File: src/rtl/pc_pkg.sv
// Shared types and default sizes for the program counter and its return-address stack.
package pc_pkg;

   localparam int unsigned PC_WIDTH_DEF    = 10;
   localparam int unsigned STACK_DEPTH_DEF = 8;

   typedef enum logic [1:0] {
      SEL_IMMED = 2'd0,
      SEL_STACK = 2'd1,
      SEL_INTR  = 2'd2,
      SEL_HOLD  = 2'd3
   } pc_sel_t;

endpackage

File: src/rtl/ret_stack.sv
// Parametrised LIFO of return addresses with push, pop and in-place top replace.
module ret_stack #(
   parameter int unsigned WIDTH = 10,
   parameter int unsigned DEPTH = 8,
   localparam int unsigned CW = $clog2(DEPTH + 1)
) (
   input  logic             clk,
   input  logic             rst,
   input  logic             push_i,
   input  logic             pop_i,
   input  logic [WIDTH-1:0] push_val_i,
   output logic [WIDTH-1:0] top_o,
   output logic [CW-1:0]    count_o,
   output logic             empty_o,
   output logic             full_o,
   output logic             err_o
);

   localparam int unsigned IW = $clog2(DEPTH);

   logic [WIDTH-1:0] mem_q [DEPTH];
   logic [CW-1:0]    count_q, count_d;
   logic             wr_en;
   logic [IW-1:0]    wr_idx;
   logic [IW-1:0]    top_idx;

   assign empty_o = (count_q == '0);
   assign full_o  = (count_q == CW'(DEPTH));
   assign count_o = count_q;
   assign top_idx = IW'(count_q - CW'(1));
   assign top_o   = empty_o ? '0 : mem_q[top_idx];

   // Push+pop on an empty stack falls through to the plain-push branch.
   always_comb begin
      count_d = count_q;
      wr_en   = 1'b0;
      wr_idx  = '0;
      err_o   = 1'b0;
      if (push_i && pop_i && !empty_o) begin
         wr_en  = 1'b1;
         wr_idx = top_idx;
      end else if (push_i) begin
         if (full_o) begin
            err_o = 1'b1;
         end else begin
            wr_en   = 1'b1;
            wr_idx  = IW'(count_q);
            count_d = count_q + CW'(1);
         end
      end else if (pop_i) begin
         if (empty_o) err_o = 1'b1;
         else         count_d = count_q - CW'(1);
      end
   end

   always_ff @(posedge clk or posedge rst) begin
      if (rst) count_q <= '0;
      else     count_q <= count_d;
   end

   // Contents are not reset; a write on a reset edge is dropped.
   always_ff @(posedge clk) begin
      if (wr_en && !rst) mem_q[wr_idx] <= push_val_i;
   end

endmodule

File: src/rtl/prog_counter_stack.sv
// Program counter with next-PC mux, return-address stack and sticky stack error flag.
module prog_counter_stack
   import pc_pkg::*;
#(
   parameter int unsigned             PC_WIDTH    = PC_WIDTH_DEF,
   parameter int unsigned             STACK_DEPTH = STACK_DEPTH_DEF,
   parameter logic [PC_WIDTH-1:0]     RESET_VAL   = '0,
   parameter logic [PC_WIDTH-1:0]     INTR_VEC    = '1
) (
   input  logic                CLK,
   input  logic                RST,
   input  logic [PC_WIDTH-1:0] FROM_IMMED,
   input  logic [1:0]          PC_MUX_SEL,
   input  logic                PC_LD,
   input  logic                PC_INC,
   input  logic                PUSH,
   input  logic                PUSH_CUR,
   input  logic                POP,
   output logic [PC_WIDTH-1:0] PC_COUNT,
   output logic [PC_WIDTH-1:0] STACK_TOP,
   output logic                STACK_EMPTY,
   output logic                STACK_FULL,
   output logic                STACK_ERR
);

   localparam int unsigned CW = $clog2(STACK_DEPTH + 1);

   pc_sel_t             sel;
   logic [PC_WIDTH-1:0] pc_q, pc_d;
   logic                err_q, err_d;
   logic [PC_WIDTH-1:0] push_val;
   logic [PC_WIDTH-1:0] stk_top;
   logic [CW-1:0]       stk_count;
   logic                stk_empty, stk_full, stk_err;
   logic                ld_empty_err;

   assign sel      = pc_sel_t'(PC_MUX_SEL);
   assign push_val = PUSH_CUR ? pc_q : pc_q + PC_WIDTH'(1);

   ret_stack #(
      .WIDTH (PC_WIDTH),
      .DEPTH (STACK_DEPTH)
   ) u_stack (
      .clk        (CLK),
      .rst        (RST),
      .push_i     (PUSH),
      .pop_i      (POP),
      .push_val_i (push_val),
      .top_o      (stk_top),
      .count_o    (stk_count),
      .empty_o    (stk_empty),
      .full_o     (stk_full),
      .err_o      (stk_err)
   );

   // Stack loads see the pre-pop top; an empty stack yields 0 and flags an error.
   always_comb begin
      pc_d         = pc_q;
      ld_empty_err = 1'b0;
      if (PC_LD) begin
         case (sel)
            SEL_IMMED: pc_d = FROM_IMMED;
            SEL_STACK: begin
               pc_d         = stk_top;
               ld_empty_err = (stk_count == '0);
            end
            SEL_INTR:  pc_d = INTR_VEC;
            SEL_HOLD:  pc_d = pc_q;
         endcase
      end else if (PC_INC) begin
         pc_d = pc_q + PC_WIDTH'(1);
      end
      err_d = err_q | stk_err | ld_empty_err;
   end

   always_ff @(posedge CLK or posedge RST) begin
      if (RST) begin
         pc_q  <= RESET_VAL;
         err_q <= 1'b0;
      end else begin
         pc_q  <= pc_d;
         err_q <= err_d;
      end
   end

   assign PC_COUNT    = pc_q;
   assign STACK_TOP   = stk_top;
   assign STACK_EMPTY = stk_empty;
   assign STACK_FULL  = stk_full;
   assign STACK_ERR   = err_q;

endmodule
File: config.mk
export PLATFORM = sky130hd
export DESIGN_NAME = prog_counter_stack
export DESIGN_NICKNAME = d
export VERILOG_FILES = /design/src/rtl/pc_pkg.sv /design/src/rtl/ret_stack.sv /design/src/rtl/prog_counter_stack.sv
export SDC_FILE = /design/constraint.sdc
export NUM_CORES = 1
export LEC_CHECK = 0
export BUFFER_PORTS_ARGS = -buffer_cell sky130_fd_sc_hd__buf_2
export CORE_ASPECT_RATIO = 0.5
export CORE_UTILIZATION = 35
export DETAILED_ROUTE_END_ITERATION = 8
export PLACE_DENSITY_LB_ADDON = 0.08
export SYNTH_ARGS = -nofsm -noshare
export SYNTH_HDL_FRONTEND = slang
export SYNTH_HIERARCHICAL = 1
export SYNTH_SLANG_ARGS = --single-unit
export TNS_END_PERCENT = 100
File: constraint.sdc
create_clock -name CLK -period 3.9 [get_ports CLK]
set_clock_uncertainty 0.05 [all_clocks]
set_input_delay 0.975 -clock CLK [delete_from_list [all_inputs] [get_ports CLK]]
set_output_delay 0.975 -clock CLK [all_outputs]
set_load 0.005 [all_outputs]
==> summary by stage <==
Min path
The end point of the most critical hold path is STACK_ERR$_DFF_PP0_. The number of stages on the worst hold path is 1. The startpoint identified for the worst hold timing path is STACK_ERR$_DFF_PP0_. The tightest min-delay check is of the flip-flop to flip-flop type.

GRT
The total overflow left after global routing is 0. The via count of the first global-routing pass was 2916. The number of antenna violations at the first check in global routing is 0. The global-route wire length before repair is 17400 um. The maximum number of pins on one net before global-route repair is 28.

The global-route usage over all layers is 0.176.

Worst setup path
The critical path launch point type is a flip-flop. The highest fanout seen on the critical path is 22. The worst reg-to-reg path cell count is 10. Walking the worst path, the cells encountered are inv_1 -> ha_1 -> buf_4 -> mux4_2 -> nand2_1 -> a21oi_1 -> buf_2. The critical path startpoint is u_stack/count_o[1]$_DFFE_PP0P_. The endpoint of the worst register-to-register path is PC_COUNT[7]$_DFFE_PP0P_. The startpoint of the worst register-to-register path is u_stack/count_o[1]$_DFFE_PP0P_. The gate family responsible for the most delay along the worst path is buffers and inverters. The reg-to-reg setup timing slack is 1250 ps. The cell with the largest stage delay on the worst path is sky130_fd_sc_hd__dfrtp_1. The worst setup path is captured at an output pin. The startpoint-to-endpoint class of the critical path is flip-flop to output pin.

On the worst path, the slowest cell contributes a delay of 440 ps. The required time at the endpoint of the critical path is 2870 ps. Data on the critical path arrives at its endpoint at 2360 ps.

The count of buffer and inverter cells on the critical path is 3.

Synthesis
After synthesis, the mean cell area works out to 13.7 sq um. The biggest area consumer among synthesized cells is sky130_fd_sc_hd__edfxtp_1. The share of synthesized area in the top cell type comes to 0.524. The count of flip-flops with a built-in enable after synthesis is 80.

After synthesis, the cell types taking the most area are sky130_fd_sc_hd__edfxtp_1, sky130_fd_sc_hd__mux4_2, sky130_fd_sc_hd__dfrtp_1. In the synthesized netlist the dominant register cell turns out to be sky130_fd_sc_hd__edfxtp_1. The synthesized flop and latch total is 95.

The sequential cell area fraction in the yosys report is 0.606. In the post-synthesis netlist, the cell with the most instances is sky130_fd_sc_hd__edfxtp_1. The share of async-settable or async-resettable flops after synthesis is 0.158.

Counting every instance in the synthesized netlist gives 334. The synthesized netlist contains 54 unique library cells. In the synthesized netlist, the cells that appear most often are sky130_fd_sc_hd__edfxtp_1, sky130_fd_sc_hd__nand2_1, sky130_fd_sc_hd__a21oi_1. When the netlist entered floorplanning its net count stood at 359. The synthesized netlist occupies a cell area of 4580 sq um. The yosys synthesis warning count is 6.

Timing
The count of endpoints failing hold in the final timing report is 0. The number of max-slew violations in the final report is 0. Setup repair after global routing left no endpoint under its margin. Dividing the final minimum period by the clock period gives 0.867. Setup total negative slack on the finished layout was measured at 0 ps. The post-route worst setup slack is 518 ps. The final hold slack is 463 ps. Timing would allow up to 296 MHz. The clock period could shrink to 3380 ps. The slew at the pin closest to its max-slew limit is 873 ps. Setup violations remaining at the end of the flow were counted as 0. The worst pin sits at a relative slew slack of 0.416.

Drt
The count of nets left with antenna violations once routing finished came out at 0. The detailed router placed 2921 vias in this run. In the final routed layout, each cell accounts on average for 20.2 um.

Before antenna repair, the detailed router went through 4 iterations. The iteration-0 DRC count of the detailed router is 237. In the routed design, unresolved DRC markers number 0. Dividing the detail-routed via count by the number of cells gives 5.28.

The total detailed-routing wirelength is 11200 um.

Clocking
Counting every sink on the clock net gives 95. In this run, CTS created clock tree buffers numbering 9. The quantity of gates resized following cts is 0. The H-tree depth is 3. The longest clock path from root to sink contains 2 buffers. The post-CTS setup buffer count is 0.

The master cell of the clock root buffer is sky130_fd_sc_hd__clkbuf_16. Clock-pin slew was measured on the worst setup and hold paths at 70 ps. The TritonCTS clock tree is yes. The count of hold-fix buffers inserted at cts is 0. The source-to-sink clock delay at the later pin of the worst-skew pair is 340 ps.

Die
The placeable core region is 12700 sq um. For this configuration, the core starts out at a cell density of 0.361. In this run the count of I/O pins placed on the die edge is 42. The die covers 13600 sq um. The horizontal extent of the die is 164 um. The die is 82.9 um tall. The number of standard-cell rows in the floorplan is 29.

Placement
During placement, the flow inserted port buffers numbering 41. The setup slack at placement is 874 ps. Detailed placement ended at an HPWL of 7920 um.

At the end of routability-driven placement, the weighted congestion stood at 0.839. The post-detailed-placement cell area is 4980 sq um.

Final layout
The signed area change from the synthesized netlist to the final layout is 14.9%. The final non-filler cell area is 5270 sq um. The total number of nets in the final design is 403. The multi-input logic area is 1650 sq um. The ratio of cells with drive above 1 in the final layout is 0.261. The number of filler cells placed in the layout is 1208. The area of all sequential standard cells is 2780 sq um. The end-of-flow core utilization is 0.415. The number of diodes added for antenna fixing is 0.

Pwr
For this design the static power due to leakage is 0.00190 uW. Across the VDD grid, the largest voltage drop is 320 uV. In this run the power density over the cells is 732 nW/um^2.

Status
The flow ran to the end, and the final reports show no timing, DRC or antenna violations.

Flow run
Max-cap violations in this run came to 0.
-- layout make-up --
| type | instances | share of cell area |
|---|---|---|
| clock buffer | 10 | 0.0435 |
| clock inverter | 6 | 0.0114 |
| inverter | 10 | 0.00808 |
| multi-input combinational | 209 | 0.313 |
| sequential | 95 | 0.527 |
| tap | 170 | 0.0404 |
| timing repair buffer | 53 | 0.0561 |
-- worst max-delay path by stage --
stage,end,slack [ps],cells past startpoint
floorplan,STACK_TOP[7],830,10
global placement,STACK_TOP[4],910,7
detailed placement,STACK_TOP[8],870,8
CTS,STACK_TOP[8],490,8
global route,STACK_TOP[8],330,8
finish,STACK_TOP[4],520,7
-- registers in the layout, indices dropped and copies added (netlist names) --
register and count:
u_stack/mem_q 80, u_stack/count_o 4, STACK_ERR 1, PC_COUNT 10
-- power breakdown --
| group | internal [uW] | switching [uW] |
|---|---|---|
| clock network | 452 | 404 |
| logic | 659 | 927 |
| registers | 1300 | 113 |
-- placed cells by master (no fill, tap or decap), types with 5 or more instances in the layout --
master,count
sky130_fd_sc_hd__nand2b_1,7
sky130_fd_sc_hd__xnor2_1,7
sky130_fd_sc_hd__clkbuf_16,9
sky130_fd_sc_hd__o211ai_1,5
sky130_fd_sc_hd__ha_1,6
sky130_fd_sc_hd__buf_4,12
sky130_fd_sc_hd__a21oi_1,20
sky130_fd_sc_hd__nor2_1,19
sky130_fd_sc_hd__mux4_2,18
sky130_fd_sc_hd__edfxtp_1,80
sky130_fd_sc_hd__o21ai_0,12
sky130_fd_sc_hd__inv_1,9
sky130_fd_sc_hd__xor2_1,9
sky130_fd_sc_hd__buf_2,41
sky130_fd_sc_hd__nor2b_1,5
sky130_fd_sc_hd__nand3_1,5
sky130_fd_sc_hd__nand2_1,40
sky130_fd_sc_hd__dfrtp_1,15
-- metal layers --
metal	vias to the layer above	routed length [um]	GRT usage
li1	1357	-	-
met1	1488	5650	0.273
met2	70	4620	0.244
met3	6	809	0.0534
met4	0	74	0.0261
met5	-	0	0
-- per-stage QoR --
| step | power (uW) | cells |
|---|---|---|
| after floorplan | 2470 | 334 |
| after global placement | 3020 | 537 |
| after detailed placement | 3040 | 537 |
| after CTS | 3910 | 553 |
| after global routing | 4100 | 553 |
| final | 3860 | 553 |
-- kinds of logic (layout without fill, tap and decap cells) --
logic type | after synthesis | count (layout) | synth area share
simple gates | 100 | 100 | 0.110
flops | 95 | 95 | 0.606
compound gates | 62 | 62 | 0.0917
buf+inv | 30 | 79 | 0.0339
mux | 25 | 25 | 0.111
xor+xnor | 16 | 16 | 0.0306
fa+ha+maj | 6 | 6 | 0.0164
Power figures use the tool's default switching activity.
